### src/rtl/gray_step_sequencer.sv
// gray_step_sequencer
//   Command-driven 2-bit Gray phase driver for quadrature/stepper outputs.
//   A move command (direction, step count, step period) is accepted over a
//   valid/ready handshake. The phase then advances one Gray step each period
//   until the count is exhausted or the move is aborted. A one-cycle done
//   pulse ends every move. phase and pos persist across moves.
//
// Ports
//   clk         in   clock, rising edge
//   rst         in   asynchronous active-high reset
//   cmd_valid   in   command offered
//   cmd_ready   out  command can be accepted (IDLE only)
//   cmd_dir     in   1 = forward 00->01->11->10, 0 = reverse
//   cmd_steps   in   number of phase steps [CNT_W]
//   cmd_period  in   clock cycles per step, 0 treated as 1 [DIV_W]
//   abort       in   terminate the current move (sampled in RUN only)
//   phase       out  current Gray phase [2]
//   busy        out  move in progress
//   done        out  one-cycle completion pulse
//   aborted     out  high with done when the move was aborted
//   pos         out  signed-less modular position [CNT_W]
//   steps_left  out  steps remaining in the current move [CNT_W]
module gray_step_sequencer #(
  parameter int CNT_W = 16,
  parameter int DIV_W = 16
) (
  input  logic             clk,
  input  logic             rst,
  input  logic             cmd_valid,
  output logic             cmd_ready,
  input  logic             cmd_dir,
  input  logic [CNT_W-1:0] cmd_steps,
  input  logic [DIV_W-1:0] cmd_period,
  input  logic             abort,
  output logic [1:0]       phase,
  output logic             busy,
  output logic             done,
  output logic             aborted,
  output logic [CNT_W-1:0] pos,
  output logic [CNT_W-1:0] steps_left
);

  typedef enum logic [1:0] {
    IDLE = 2'd0,
    RUN  = 2'd1,
    DONE = 2'd2
  } state_t;

  state_t           state;
  state_t           state_nxt;
  logic [DIV_W-1:0] timer;
  logic [DIV_W-1:0] period_q;
  logic             dir_q;
  logic             accept;
  logic             abort_now;
  logic             step_now;

  // One Gray step in the requested direction.
  function automatic logic [1:0] gray_next(input logic [1:0] ph, input logic fwd);
    logic [1:0] nx;
    nx = ph;
    if (fwd) begin
      case (ph)
        2'b00: nx = 2'b01;
        2'b01: nx = 2'b11;
        2'b11: nx = 2'b10;
        default: nx = 2'b00;
      endcase
    end else begin
      case (ph)
        2'b00: nx = 2'b10;
        2'b10: nx = 2'b11;
        2'b11: nx = 2'b01;
        default: nx = 2'b00;
      endcase
    end
    return nx;
  endfunction

  // A zero period would never let the timer expire; run it as one cycle.
  function automatic logic [DIV_W-1:0] period_eff(input logic [DIV_W-1:0] p);
    return (p == '0) ? DIV_W'(1) : p;
  endfunction

  assign cmd_ready = (state == IDLE);
  assign busy      = (state == RUN);
  assign accept    = (state == IDLE) && cmd_valid;
  assign abort_now = (state == RUN) && abort;
  // Abort wins over a step that would fall on the same edge.
  assign step_now  = (state == RUN) && !abort && (timer == '0);

  always_ff @(posedge clk or posedge rst) begin
    if (rst) state <= IDLE;
    else     state <= state_nxt;
  end

  always_comb begin
    state_nxt = state;
    case (state)
      IDLE: if (cmd_valid) state_nxt = (cmd_steps != '0) ? RUN : DONE;
      RUN: begin
        if (abort)                                       state_nxt = DONE;
        else if ((timer == '0) && (steps_left == CNT_W'(1))) state_nxt = DONE;
      end
      DONE:    state_nxt = IDLE;
      default: state_nxt = IDLE;
    endcase
  end

  always_ff @(posedge clk or posedge rst) begin
    if (rst) begin
      phase      <= 2'b00;
      pos        <= '0;
      steps_left <= '0;
      timer      <= '0;
      period_q   <= '0;
      dir_q      <= 1'b0;
      done       <= 1'b0;
      aborted    <= 1'b0;
    end else begin
      done    <= (state_nxt == DONE);
      aborted <= abort_now;
      if (accept) begin
        dir_q      <= cmd_dir;
        period_q   <= period_eff(cmd_period);
        timer      <= period_eff(cmd_period) - DIV_W'(1);
        steps_left <= cmd_steps;
      end else if (step_now) begin
        phase      <= gray_next(phase, dir_q);
        pos        <= dir_q ? (pos + CNT_W'(1)) : (pos - CNT_W'(1));
        steps_left <= steps_left - CNT_W'(1);
        timer      <= period_q - DIV_W'(1);
      end else if ((state == RUN) && !abort) begin
        timer <= timer - DIV_W'(1);
      end
    end
  end

endmodule

### config.mk
export PLATFORM = sky130hd
export DESIGN_NAME = gray_step_sequencer
export DESIGN_NICKNAME = d
export VERILOG_FILES = /design/src/rtl/gray_step_sequencer.sv
export SDC_FILE = /design/constraint.sdc
export NUM_CORES = 1
export LEC_CHECK = 0
export CAP_MARGIN = 20
export CORE_MARGIN = 1
export CORE_UTILIZATION = 41
export CTS_CLUSTER_SIZE = 14
export DETAILED_ROUTE_END_ITERATION = 8
export MAX_ROUTING_LAYER = met4
export PLACE_DENSITY_LB_ADDON = 0.15
export SYNTH_ARGS = -nofsm -noshare
export SYNTH_HDL_FRONTEND = slang
export SYNTH_SLANG_ARGS = --single-unit
export TNS_END_PERCENT = 20
### constraint.sdc
create_clock -name clk -period 3.85 [get_ports clk]
set_input_delay 0.385 -clock clk [delete_from_list [all_inputs] [get_ports clk]]
set_output_delay 0.385 -clock clk [all_outputs]
set_load 0.005 [all_outputs]
After elaboration in Yosys (flattened, before gate mapping). Index checks and enable logic that the tools add are counted.

Bits in registers: 71. Bits in latches: 0. Memory bits (writable): 0. Bits in read-only memories: 0. Bits of input ports: 37. Output and inout bits: 38. Logic and storage cells: 51. Memories kept: 0.

Add/sub/neg operators: 6. Multiply operators: 0. Div/mod/pow operators: 0. Magnitude comparators: 0. Eq/ne operators: 6. Shift-type cells: 0. Muxes and demuxes: 15. Bitwise operators: 1. Reduce and logical (&&, ||, !) cells: 14.

Operator list (number): two-way mux 16 bit (7); subtractor 16 x 1 -> 16 bit, second input constant (5); zero test 16 bit (2); adder 16 x 1 -> 16 bit, second input constant (1); == test 16 x 1 -> 1 bit, second input constant (1); nonzero test 16 bit (1); one-hot mux 2 bit (3 select lines) (2); two-way mux 2 bit (5); == test 2 bit, second input constant (3); logical AND 1 bit (5); == test 2 x 1 -> 1 bit, second input constant (2); zero test 2 bit (2); one-hot mux 2 bit (2 select lines) (1); nonzero test 3 bit (1); AND reduction 2 bit (1); nonzero test 2 bit (1); zero test 1 bit (1); NOT 1 bit (1).

Longest topological paths before layout.
Depth after elaboration: 6. Gate-level depth with buffers: 11. Depth with buffers taken out: 10.

Worst setup path before layout. No wires, ideal clock.

Path kind: register -> register. Start point: register state[0]. End point: register timer[12]. Library setup time: 0.082 ns. Data arrival time: 2.696 ns. Data required time: 3.768 ns. Setup slack: 1.072 ns. Stages on the path, launching flop included: 10. Buffers on the path: 0. Period minus slack after synthesis: 2.778 ns. Cells stage by stage: dfrtp_1 -> nor3b_4 -> mux2_1 -> a21oi_2 -> ha_1 -> o2111ai_2 -> nor4_4 -> nand2_1 -> or3_1 -> a31oi_1.

Cells in the longest elaborated chain, start to end: 5. Elaborated cells on any way between the ends: 8. Those cells by class: 1 x eq/ne; 2 x mux; 5 x reduce/logical.

Ends and longest elaborated chain: start: declaration (RTL line 49) `state_t state;`; start signal: assignment (RTL line 94) `else state <= state_nxt;`; == test 2 x 1 -> 1 bit (RTL line 90, 133); logical AND 1 bit (RTL line 90, 133); logical AND 1 bit (RTL line 90) `assign step_now = (state == RUN) && !abort && (timer == '0);`; two-way mux 16 bit (RTL line 128) `end else if (step_now) begin`; two-way mux 16 bit (RTL line 123) `if (accept) begin`; end signal: assignment (RTL line 126) `timer <= period_eff(cmd_period) - DIV_W'(1);`; end signal: assignment (RTL line 132) `timer <= period_q - DIV_W'(1);`; end signal: assignment (RTL line 134) `timer <= timer - DIV_W'(1);`; end: declaration (RTL line 51) `logic [DIV_W-1:0] timer;`.

Several ways; a longest one is shown, not always the timed one. A chain may end at the register's enable or synchronous reset.

Final worst setup path.
Start point: register timer[3]. End point: register timer[10].

Cells in the longest elaborated chain, start to end: 4. Elaborated cells on any way between the ends: 7. Those cells by class: 1 x add/sub; 3 x mux; 3 x reduce/logical.

Ends and longest elaborated chain (RTL line): subtractor 16 x 1 -> 16 bit / zero test 16 bit (equally long branches) (134, 90); two-way mux 16 bit / logical AND 1 bit (equally long branches) (133, 90); two-way mux 16 bit (128); two-way mux 16 bit (123).

Several ways; a longest one is shown, not always the timed one. The select of a mux whose other input is x is not followed.

==> reports/metrics.csv <==
stage,metric,value,unit
timing,Fin. Hold Viols,0,
die,num ports,75,
die,full die area,0.01079,mm^2
clock_network,Clock Latency Late Sink,350,ps
placement,Placement Setup Slack,529.5,ps
power_and_ir_drop,total power per unit cell area,646.1,mW/mm^2
grt,total track usage,21.37,%
clock_network,post_cts resized,0,
placement,Final Wtd Congestion,0.8937,
timing,setup TNS,0,ps
worst_setup_path,Crit path arrival time,3230,ps
synthesis,largest family of logic cells by synthesized area,simple AND/OR/NAND/NOR gates,
synthesis,Synth Area in Compound Gates,17.91,%
synthesis,proportion of synthesized area in mux cells,1.823,%
clock_network,CTS Root Cell,clkbuf_8,
route,final wirelength,10600,um
synthesis,cells after synthesis,476,
synthesis,Mapped Avg Cell Area,8.940,um^2
placement,DP Wirelength,7802,um
status,status,"complete, no violations",
flow_run,Max Cap Viol,0,
grt,met2 usage,32.05,%
layout,fin nets,606,
synthesis,Post-Synth Simple-Gate Area,23.17,%
synthesis,Synth Net Count,531,
synthesis,XOR/XNOR Fraction of Synth Area,7.204,%
grt,largest net degree at the start of global routing,44,
timing,Least-Margin Pin Slew,945.2,ps
die,Die Width,103.9,um
synthesis,ys flop type,dfrtp_1,
route,total number of vias,3768,
grt,"Remaining Overflow, GRT",0,
synthesis,Post-Syn Area,0.004255,mm^2
synthesis,"EDFF count, synth",0,
clock_network,clock buffer depth,2,
die,site row count,36,
grt,initial antenna violation count,0,
power_and_ir_drop,Sw Share,40.54,%
clock_network,CTS tree,yes,
route,DRT Pass-1 Iters,5,
layout,layout cells sized above 1,8.993,%
grt,first-pass GRT wire length,18160,um
grt,met1 Use GR,29.55,%
timing,setup ws final,877.3,ps
power_and_ir_drop,logic gate share of total power,46.4,%
clock_network,# clock sinks,71,
grt,vias in the first global route,3691,
worst_setup_path,CP Class,register to register,
worst_setup_path,"Max FO, Critical Path",16,
power_and_ir_drop,Power Internal,2050,uW
power_and_ir_drop,register share of total power,36.7,%
timing,Final setup viols,0,
clock_network,H-tree depth,3,
synthesis,register area share after synthesis,41.75,%
layout,n_diodes,0,
synthesis,Ys Warns,0,
timing,RSZ-0062 raised after global routing,no,
power_and_ir_drop,Peak VDD IR,358.3,uV
route,DR vias/cell,5.469,
layout,Layout area overhead,25.37,%
clock_network,clk slew on worst S/H paths,80,ps
power_and_ir_drop,Static Leak,0.002247,uW
clock_network,total CTS buffers,9,
placement,input/output buffers,74,
route,WL/cell,15.38,um
timing,Final Skew,6.471,ps
timing,achievable frequency,336.4,MHz
timing,Final period util,77.21,%
clock_network,# hold bufs at CTS,0,
synthesis,Synth cell types,63,
worst_setup_path,CP Launch Type,register,
clock_network,Post-CTS Setup Bufs,0,
timing,Max Slew Vio Count,0,
die,initial core utilization,42.94,%
die,die height,103.9,um
die,Core Area,0.009910,mm^2
hold_path,hold crit path type,register to register,
route,DR iter-0 viols,166,
route,post-route ant nets,0,
worst_setup_path,CP Data Required Time,4110,ps
grt,GR met3 Demand/Resource,3.697,%
timing,Tmin final,2973,ps
synthesis,"flops & latches, synth",71,
power_and_ir_drop,Sw Pwr,1397,uW
synthesis,async set-reset flop share out of synthesis,100.0,%
timing,max_slew headroom,36.92,%
synthesis,Post-Synth Adder-Cell Area,5.469,%
worst_setup_path,Worst Setup End Kind,register,
power_and_ir_drop,clock power share,17.0,%
grt,busiest layer in global routing,met2,
route,DR DRC count,0,
cells by family after synthesis:
family	count (synthesis)
mux	7
simple gates	200
buf+inv	27
flops	71
compound gates	118
fa+ha+maj	18
xor+xnor	35
final cells by class:
type	instances	area, um^2
timing repair buffer	83	808.3
clock buffer	10	127.6
tap	133	166.4
inverter	8	30.03
multi-input combinational	378	2365
sequential	71	1777
fill	925	4574
clock inverter	6	61.31
worst max-delay path, cell delays in order, from the launching register on:
cell and delay, ps:
dfrtp_1 420, nor4_1 370, and4_1 790, nand3_1 180, a21bo_4 270, ha_1 220
o2111ai_2 160, nor4_4 110, nand2_1 90, nand2_1 60, a31oi_1 220
power groups by stage:
stage          Sequential (uW)  Clock (uW)  Combinational, uW
2_1_floorplan             1210           0               1100
3_3_place_gp              1270           0               1560
3_5_place_dp              1270           0               1600
4_1_cts                   1260         600               1600
5_1_grt                   1310         635               1780
6_report                  1260         585               1600
cell usage after synthesis, drive strengths merged, types with 2 or more instances:
library cell    n  area share (%)
nand4           4            0.59
nand3           9             1.2
xor2           16             3.3
o21ai          52             6.1
clkbuf          8            0.71
dfrtp          71              42
a21oi          16             2.0
or4             2            0.35
or2             3            0.44
or3             4            0.59
a221oi          2            0.41
mux2            6             1.6
a21o            5            0.88
a22oi           2            0.35
nor2b           2            0.47
xnor2          19             3.9
nand2         101             9.1
and2            3            0.44
o2111ai         2            0.56
nor4           17             2.9
a221o           3            0.71
o211ai          3            0.53
inv             8            0.71
a31oi          20             3.6
nor3           13             1.9
o21bai          2            0.35
ha             17             5.0
and3            3            0.44
nor2           31             2.7
buf            11             1.3
and4            3            0.62
a21bo           2            0.62
nor3b           2            0.88
per-layer routing:
layer | routed length [um] | vias up
li1 | - | 1852
met1 | 5157 | 1792
met5 | 0 | -
met4 | 128 | 0
met2 | 4754 | 111
met3 | 558 | 13
path summary, 6_finish.rpt:
path / to / cells past startpoint / slack (ps) / startpoint
min in group asynchronous: period_q[7]$_DFFE_PP0N_ / 2 / 550 / rst
min: period_q[1]$_DFFE_PP0N_ / 2 / 480 / period_q[1]$_DFFE_PP0N_
max: timer[10]$_DFFE_PP0P_ / 10 / 880 / timer[3]$_DFFE_PP0P_
min reg2reg: period_q[1]$_DFFE_PP0N_ / 2 / 480 / period_q[1]$_DFFE_PP0N_
max in group asynchronous: pos[3]$_DFFE_PP0P_ / 3 / 2560 / rst
max reg2reg: timer[10]$_DFFE_PP0P_ / 10 / 880 / timer[3]$_DFFE_PP0P_
flip-flops by register name, summed over array words and instances, names as in the netlist:
| name | count |
|---|---|
| pos | 16 |
| period_q | 16 |
| phase | 2 |
| state | 2 |
| timer | 16 |
| steps_left | 16 |
| dir_q | 1 |
| done | 1 |
| aborted | 1 |
per-stage QoR:
step                power [uW]  hold WS, ps  utilization, %  instances  area [um^2]
finish                    3447        480.3           53.84        689         5335
CTS                       3463        477.8           53.84        689         5335
detailed placement        2866        458.1           51.93        673         5146
global route              3721        510.9           53.84        689         5335
global placement          2829        452.3           51.93        673         5146
floorplan                 2314        437.4               -        476         4255
cells in the final DEF, fill, tap and decap left out, drive strengths merged, types with 16 or more instances in the layout:
cell,instances
a21oi,16
a31oi,20
clkdlybuf4s50,74
dfrtp,71
ha,17
nand2,101
nor2,31
nor4,17
o21ai,52
xnor2,19
xor2,16
(Power assumes the default switching activity.)
